### config.mk
export PLATFORM = sky130hd
export DESIGN_NAME = div_restoring
export DESIGN_NICKNAME = d
export VERILOG_FILES = /design/src/rtl/div_pkg.sv /design/src/rtl/div_step.sv /design/src/rtl/div_restoring.sv
export SDC_FILE = /design/constraint.sdc
export NUM_CORES = 1
export LEC_CHECK = 0
export BUFFER_PORTS_ARGS = -buffer_cell sky130_fd_sc_hd__buf_4
export CAP_MARGIN = 15
export CORE_MARGIN = 2
export CORE_UTILIZATION = 60
export CTS_CLUSTER_SIZE = 25
export DETAILED_ROUTE_END_ITERATION = 16
export PLACE_DENSITY = 0.84
export SYNTH_ARGS = -nofsm -noshare
export SYNTH_HDL_FRONTEND = slang
export SYNTH_SLANG_ARGS = --single-unit
export TNS_END_PERCENT = 1
### constraint.sdc
create_clock -name clk -period 3.9 [get_ports clk]
set_input_delay 0.78 -clock clk [delete_from_list [all_inputs] [get_ports clk]]
set_output_delay 0.78 -clock clk [all_outputs]
set_load 0.01 [all_outputs]
### src/rtl/div_pkg.sv
// rtl/div_pkg.sv - shared FSM state encoding and counter width helper for div_restoring
package div_pkg;

    // Controller states: accept operands, iterate one quotient bit per cycle, report.
    typedef enum logic [1:0] {
        ST_IDLE = 2'd0,
        ST_RUN  = 2'd1,
        ST_DONE = 2'd2
    } state_e;

    // Iteration counter width; must be able to hold the value W itself.
    function automatic int cw_of(input int w);
        return $clog2(w) + 1;
    endfunction

endpackage

### src/rtl/div_step.sv
// rtl/div_step.sv - one restoring-division iteration (shift in a dividend bit, trial subtract)
module div_step #(
    parameter int W = 8
) (
    input  logic [W-1:0] rem,
    input  logic         dividend_msb,
    input  logic [W-1:0] b,
    output logic [W-1:0] rem_next,
    output logic         q_bit
);

    logic [W-1:0] shifted;
    logic [W:0]   diff;
    logic         unused_rem_msb;

    // The partial remainder before a shift only ever holds the top k<W dividend bits
    // reduced mod b, so its MSB is always zero and can be dropped by the shift.
    assign unused_rem_msb = rem[W-1];
    assign shifted        = {rem[W-2:0], dividend_msb};

    // W+1-bit subtract: the borrow out of bit W tells whether shifted < b.
    assign diff     = {1'b0, shifted} - {1'b0, b};
    assign q_bit    = ~diff[W];
    assign rem_next = q_bit ? diff[W-1:0] : shifted;

endmodule

### src/rtl/div_restoring.sv
// rtl/div_restoring.sv - sequential restoring divider, one quotient bit per clock; optional signed mode via DIV_SIGNED_EN
module div_restoring
    import div_pkg::*;
#(
    parameter int W = 8
) (
    input  logic         clk,
    input  logic         reset,
    input  logic         start,
    input  logic [W-1:0] a,
    input  logic [W-1:0] b,
`ifdef DIV_SIGNED_EN
    input  logic         signed_mode,
`endif
    output logic         ready,
    output logic         done,
    output logic [W-1:0] q,
    output logic [W-1:0] r,
`ifdef DIV_SIGNED_EN
    output logic         ovf,
`endif
    output logic         dz
);

    localparam int CW = cw_of(W);

    state_e          state_q;
    logic [CW-1:0]   cnt_q;
    logic [W-1:0]    dvd_q;      // dividend shifting out MSB-first, quotient bits shifting in
    logic [W-1:0]    rem_q;      // partial remainder
    logic [W-1:0]    b_q;        // divisor (magnitude in signed mode)
    logic            ready_q;
    logic            done_q;
    logic [W-1:0]    q_q;
    logic [W-1:0]    r_q;
    logic            dz_q;

    logic [W-1:0]    a_mag_d;
    logic [W-1:0]    b_mag_d;
    logic [W-1:0]    rem_next_d;
    logic            q_bit_d;
    logic [W-1:0]    quo_fin_d;
    logic [W-1:0]    q_res_d;
    logic [W-1:0]    r_res_d;

`ifdef DIV_SIGNED_EN
    logic            neg_quo_q;
    logic            neg_rem_q;
    logic            ovf_pend_q;
    logic            ovf_q;
    logic            a_neg_d;
    logic            b_neg_d;
    logic            ovf_det_d;

    // Operand magnitudes and the most-negative / -1 overflow case, evaluated at acceptance.
    always_comb begin
        a_neg_d   = signed_mode & a[W-1];
        b_neg_d   = signed_mode & b[W-1];
        a_mag_d   = a_neg_d ? (~a + 1'b1) : a;
        b_mag_d   = b_neg_d ? (~b + 1'b1) : b;
        ovf_det_d = signed_mode && (a == {1'b1, {(W-1){1'b0}}}) && (b == {W{1'b1}});
    end
`else
    // Unsigned only: operands are used as-is.
    always_comb begin
        a_mag_d = a;
        b_mag_d = b;
    end
`endif

    div_step #(.W(W)) u_step (
        .rem          (rem_q),
        .dividend_msb (dvd_q[W-1]),
        .b            (b_q),
        .rem_next     (rem_next_d),
        .q_bit        (q_bit_d)
    );

    // Result of the final iteration, with the sign fix-up folded into the same cycle.
    always_comb begin
        quo_fin_d = {dvd_q[W-2:0], q_bit_d};
`ifdef DIV_SIGNED_EN
        q_res_d   = neg_quo_q ? (~quo_fin_d + 1'b1) : quo_fin_d;
        r_res_d   = neg_rem_q ? (~rem_next_d + 1'b1) : rem_next_d;
`else
        q_res_d   = quo_fin_d;
        r_res_d   = rem_next_d;
`endif
    end

    // Controller FSM with datapath registers and registered outputs.
    always_ff @(posedge clk) begin
        if (reset) begin
            state_q <= ST_IDLE;
            cnt_q   <= '0;
            dvd_q   <= '0;
            rem_q   <= '0;
            b_q     <= '0;
            ready_q <= 1'b1;
            done_q  <= 1'b0;
            q_q     <= '0;
            r_q     <= '0;
            dz_q    <= 1'b0;
`ifdef DIV_SIGNED_EN
            neg_quo_q  <= 1'b0;
            neg_rem_q  <= 1'b0;
            ovf_pend_q <= 1'b0;
            ovf_q      <= 1'b0;
`endif
        end else begin
            case (state_q)
                ST_IDLE: begin
                    if (start) begin
                        dvd_q   <= a_mag_d;
                        b_q     <= b_mag_d;
                        rem_q   <= '0;
                        cnt_q   <= CW'(W);
                        ready_q <= 1'b0;
`ifdef DIV_SIGNED_EN
                        neg_quo_q  <= a_neg_d ^ b_neg_d;
                        neg_rem_q  <= a_neg_d;
                        ovf_pend_q <= ovf_det_d;
                        ovf_q      <= 1'b0;
`endif
                        if (b == '0) begin
                            // Divide-by-zero short-circuits straight to the report state.
                            q_q     <= '1;
                            r_q     <= a;
                            dz_q    <= 1'b1;
                            done_q  <= 1'b1;
                            state_q <= ST_DONE;
                        end else begin
                            dz_q    <= 1'b0;
                            state_q <= ST_RUN;
                        end
                    end
                end
                ST_RUN: begin
                    rem_q <= rem_next_d;
                    dvd_q <= quo_fin_d;
                    cnt_q <= cnt_q - 1'b1;
                    if (cnt_q == CW'(1)) begin
                        q_q     <= q_res_d;
                        r_q     <= r_res_d;
                        done_q  <= 1'b1;
                        state_q <= ST_DONE;
`ifdef DIV_SIGNED_EN
                        ovf_q   <= ovf_pend_q;
`endif
                    end
                end
                ST_DONE: begin
                    done_q  <= 1'b0;
                    ready_q <= 1'b1;
                    state_q <= ST_IDLE;
                end
                default: begin
                    done_q  <= 1'b0;
                    ready_q <= 1'b1;
                    state_q <= ST_IDLE;
                end
            endcase
        end
    end

    assign ready = ready_q;
    assign done  = done_q;
    assign q     = q_q;
    assign r     = r_q;
    assign dz    = dz_q;
`ifdef DIV_SIGNED_EN
    assign ovf   = ovf_q;
`endif

endmodule

* Word level (Yosys, flattened, before mapping) *
Index checks and enable logic that the tools add are counted.

operators by class
  add/subtract/negate cells = 2
  $mul = 0
  div/mod/pow operators = 0
  $lt $le $gt $ge = 0
  equality and inequality tests = 5
  shifts and indexed selects = 0
  multiplexer cells = 26
  bitwise operators = 2
  reductions and logical operators = 9

operators by type and width
  kind                                                                number
  8-bit two-way mux                                                   8
  8-bit case mux with 2 select lines                                  3
  7-bit case mux with 2 select lines                                  1
  8-bit by 8-bit subtractor with 9-bit output                         1
  8-bit zero test                                                     1
  4-bit case mux with 2 select lines                                  1
  2-bit AND reduction                                                 4
  7-bit two-way mux                                                   1
  2-bit two-way mux                                                   3
  2-bit inequality test, second input constant                        3
  1-bit two-way mux                                                   5
  4-bit by 1-bit == test with 1-bit output, second input constant     1
  4-bit two-way mux                                                   1
  1-bit case mux with 2 select lines                                  2
  2-bit case mux with 2 select lines                                  1
  4-bit AND reduction                                                 1
  4-bit by 1-bit subtractor with 4-bit output, second input constant  1
  3-bit AND reduction                                                 1
  2-bit by 1-bit == test with 1-bit output, second input constant     1
  2-bit zero test                                                     1
  1-bit NOT                                                           2
  2-bit nonzero test                                                  1

storage, ports and cells
  flip-flop bits (word level) = 48
  bits in latches = 0
  bits in writable memories = 0
  memory bits (read-only) = 0
  input port bits = 19
  output and inout bits = 19
  logic and storage cells = 54
  memories kept = 0

* Depth between registers and ports, before layout *
  word-level depth = 4
  gate-level depth with buffers = 10
  depth with buffers taken out = 9

* Hierarchy *
From an unflattened synthesis, not the netlist that was laid out.

second synthesis, totals
  cell total of the unflattened synthesis = 267
  area, all modules = 2558.7 µm²

modules (own cells, without submodules)
  module         instances  cells an instance  area each (µm²)
  div_restoring  1          204                2092.0
  div_step       1          63                 466.7

* Worst setup path before layout *
No wires, ideal clock.

  path kind = reg-to-reg
  start = reg dvd_q[7]
  end = reg r_q[0], in the netlist r[0]
  setup time = 0.060 ns
  data arrival time = 2.013 ns
  setup slack = 1.827 ns
  stages on the path, launching flop included = 11
  buffers on the path = 1
  clock period less this slack = 2.073 ns
  cells stage by stage = dfxtp_1 > inv_1 > ha_1 > inv_1 > fa_1 > and3_1 > o21ai_1 > and2_4 > buf_2 > mux2i_1 > o221a_1

between the ends
  cells in the longest elaborated chain, start to end = 4

ends and longest elaborated chain
  element                                      RTL line              text
  from (decl)                                  div_restoring.sv:29   logic [W-1:0] dvd_q;
  from (signal assigned)                       div_restoring.sv:114  dvd_q <= a_mag_d;
  from (signal assigned)                       div_restoring.sv:140  dvd_q <= quo_fin_d;
  8-bit by 8-bit subtractor with 9-bit output  div_step.sv:22        assign diff = {1'b0, shifted} - {1'b0, b};
  8-bit two-way mux (*)                        div_step.sv:24        assign rem_next = q_bit ? diff[W-1:0] : shifted;
  8-bit two-way mux (*)                        div_restoring.sv:142  if (cnt_q == CW'(1)) begin
  8-bit case mux with 2 select lines (*)       div_restoring.sv:111  case (state_q)
  to (signal assigned)                         div_restoring.sv:144  r_q <= r_res_d;
  to (decl)                                    div_restoring.sv:35   logic [W-1:0] r_q;

Mark *: on every way between the ends. The rest lies on a longest branch, timed or not. The select of a mux whose other input is x is not followed.
A chain may end at the register's enable or synchronous reset.

* Final worst setup path *
  start = reg dvd_q[7]
  end = reg r_q[6], in the netlist r[6]

between the ends
  cells in the longest elaborated chain, start to end = 4

ends and longest elaborated chain
  element                                      RTL line
  8-bit by 8-bit subtractor with 9-bit output  div_step.sv:22
  8-bit two-way mux                            div_step.sv:24
  8-bit two-way mux                            div_restoring.sv:142
  8-bit case mux with 2 select lines           div_restoring.sv:111

Every way passes these cells. The select of a mux whose other input is x is not followed.

==> out/metrics.cfg <==
[synth]
synth_area_sq_mm=0.00232
yosysUniqueCellTypes=50
yosys.area.top_type=dfxtp_1
synth_edf_count=0
yosys_warnings=0
syn_area_per_cell_sq_um=8.53
ys_ff_latch=48
synth_top_area_share_pct=41.4
synth_nets=302
synth_ff_type=dfxtp_1
async_reset_ff_share_pct=0
ys_seq_area_share_pct=41.4
netlist_instances=272
synthTopCellsByArea=dfxtp_1 41%, nand2_1 7.0%, ha_1 5.4%

[worst_hold_path]
worstHoldStart=b_q[6]$_SDFFE_PP0P_
hp-class=register to register
min_path_cells=2

[final_layout]
finalNetCount=334
final_cell_area_sq_mm=0.00272
register_area_sq_um=961
diodes=0
multiInputGateArea_sq_mm=0.00126
area_growth_pct=17.1
drive_gt1_share_pct=17.4
fill_cells=313
layout_common_cells=48 x dfxtp_1, 43 x nand2_1, 39 x buf_4, 30 x nor2_1, 23 x a21oi_1
mostFrequentLayoutCell=dfxtp_1
instances_no_fill=353

[clock_network]
cts_buffers=5
cts-resized-gates=0
cts_tree=built
post-cts-setup-buffers=0
clock_latency_ps=300
ctsHoldBuffers=0
root_buffer=clkbuf_8
clkSinkCount=48
htreeDepth=2
clk_pin_slew_ps=90
clk_path_buf_depth=2

[global_routing]
antenna_found_initial=0
grt_pass1_vias=2015
grt-ovfl-total=0
grt_pass1_wl_mm=9.34
use_met2_pct=43.3
met3_usage_pct=5.28
busiest_layer=met2
grt_max_degree=36
track_usage_pct=27.6
use_met1_pct=36.7

[placement]
placed_area_sq_mm=0.00262
dpl.cell_count=345
gp_congestion=0.863
port_buffers=37
dp_hpwl_mm=3.96

[drt]
first_pass_iters=4
route.detailed.drc=0
first_iter_violations=204
wl_mm=5.40
dr_total_vias=2119
via_per_inst=6.00
wire_per_inst_um=15.3
drt.antenna.violating_nets=0

[outcome]
status=finished clean

[worst_setup_path]
worstPathRequired_ps=4120
startpoint=dvd_q[7]$_SDFFE_PP0P_
slowest_stage=or3b_1
cpMostUsedCell=inv_1
path_depth=9
crit_chain=inv_1, ha_1, inv_1, fa_1, and3_1, o211ai_1, a21oi_1, or3b_1, a311oi_1
critPathKind=register to register
r2r_cells=9
cp_top_family=simple AND/OR/NAND/NOR gates
worstPathArrival_ps=2610
critPathMaxFanout=3
cp_slowest_stage_delay_ps=450
start_kind=register
crit_buf_inv=2
crit_path_end_kind=register
timing.rr.start=dvd_q[7]$_SDFFE_PP0P_

[power_and_ir_drop]
power_density_mw_per_mm2=426
swShare_pct=31.4
p_int_uw=793
irDropWorstVdd_mv=0.316
p_leak_uw=0.00113
pwr-share-comb_pct=25.3
clockPowerShare_pct=27.0
p_seq_share_pct=47.7
p_total_uw=1160
power_switching_uw=363

[timing]
setup_tns_ps=0
relSlewSlack_pct=40.1
worstMarginPinSlew_ps=898
rsz0062_at_grt=false
finalCritPeriodShare_pct=61.3
min_period_ps=2390
drv_slew=0
max_freq_ghz=0.418
finalSetupViolations=0
skew_ps=7.23
hold_viol=0

[die]
row_count=22
core_area_sq_mm=0.00369
die_y_um=66.2
dieWidth_um=66.2
initial_core_util_pct=62.9
dieArea_sq_mm=0.00438
io_pins=38

[run]
cap_violations=0

worst reg2reg max path, stage by stage (launching register included):
cell and delay (ps):
dfxtp_1 330, inv_1 100, ha_1 170, inv_1 50
fa_1 400, and3_1 200, o211ai_1 240, a21oi_1 110
or3b_1 450, a311oi_1 260
final cells by class:
type,instances,area share (%)
Timing Repair Buffer,39,10.8
Inverter,12,1.66
Clock inverter,2,0.507
Sequential cell,48,35.4
Tap cell,48,2.21
Multi-Input combinational cell,198,46.4
Clock buffer,6,3.04
cell families after synthesis:
kind of cell    count (synthesis)  synth area share, %
flops                          48                 41.4
simple gates                  106                 21.6
mux                             3                 1.29
buf+inv                        26                 4.42
xor+xnor                        4                 1.51
fa+ha+maj                      11                 6.26
compound gates                 74                 23.5
through the flow:
step	hold WS (ps)	util (%)	setup WS, ps
6_report	460	73.6	1510
5_1_grt	479	73.6	1450
4_1_cts	459	73.6	1560
3_5_place_dp	448	71.0	1390
3_3_place_gp	445	71.0	1460
2_1_floorplan	436	-	1830
path summary, 6_finish.rpt:
| path | end | slack, ps |
|---|---|---|
| setup reg to reg | r[6]$_SDFFE_PP0P_ | 1510 |
| hold reg to reg | b_q[6]$_SDFFE_PP0P_ | 460 |
| setup / recovery | r[6]$_SDFFE_PP0P_ | 1510 |
| hold / removal | b_q[6]$_SDFFE_PP0P_ | 460 |
registers in the layout, indices dropped and copies added, names as in the netlist:
signal and flops:
state_q 2, cnt_q 4, done 1, rem_q 7, dvd_q 8, q 8
r 8, b_q 8, dz 1, ready 1
cell usage after synthesis, types with 5 or more instances:
cell type / number
nor2_1: 30
ha_1: 10
inv_1: 12
o221a_1: 9
nand3_1: 5
nand2_1: 43
dfxtp_1: 48
a311oi_1: 8
nor3_1: 5
a21oi_1: 23
o21ai_0: 8
clkbuf_1: 11
routing by layer:
metal / part of all wire, % / wire (um)
met5: 0 / 0
met4: 2.7 / 144
met3: 7.7 / 416
met2: 46 / 2460
met1: 44 / 2380
power by group through the flow:
stage,clock network [uW],registers (uW),logic [uW]
6_report,312,551,293
5_1_grt,335,555,329
4_1_cts,319,550,290
3_5_place_dp,0,562,288
3_3_place_gp,0,560,282
2_1_floorplan,0,557,213
Power figures use the tool's default switching activity.
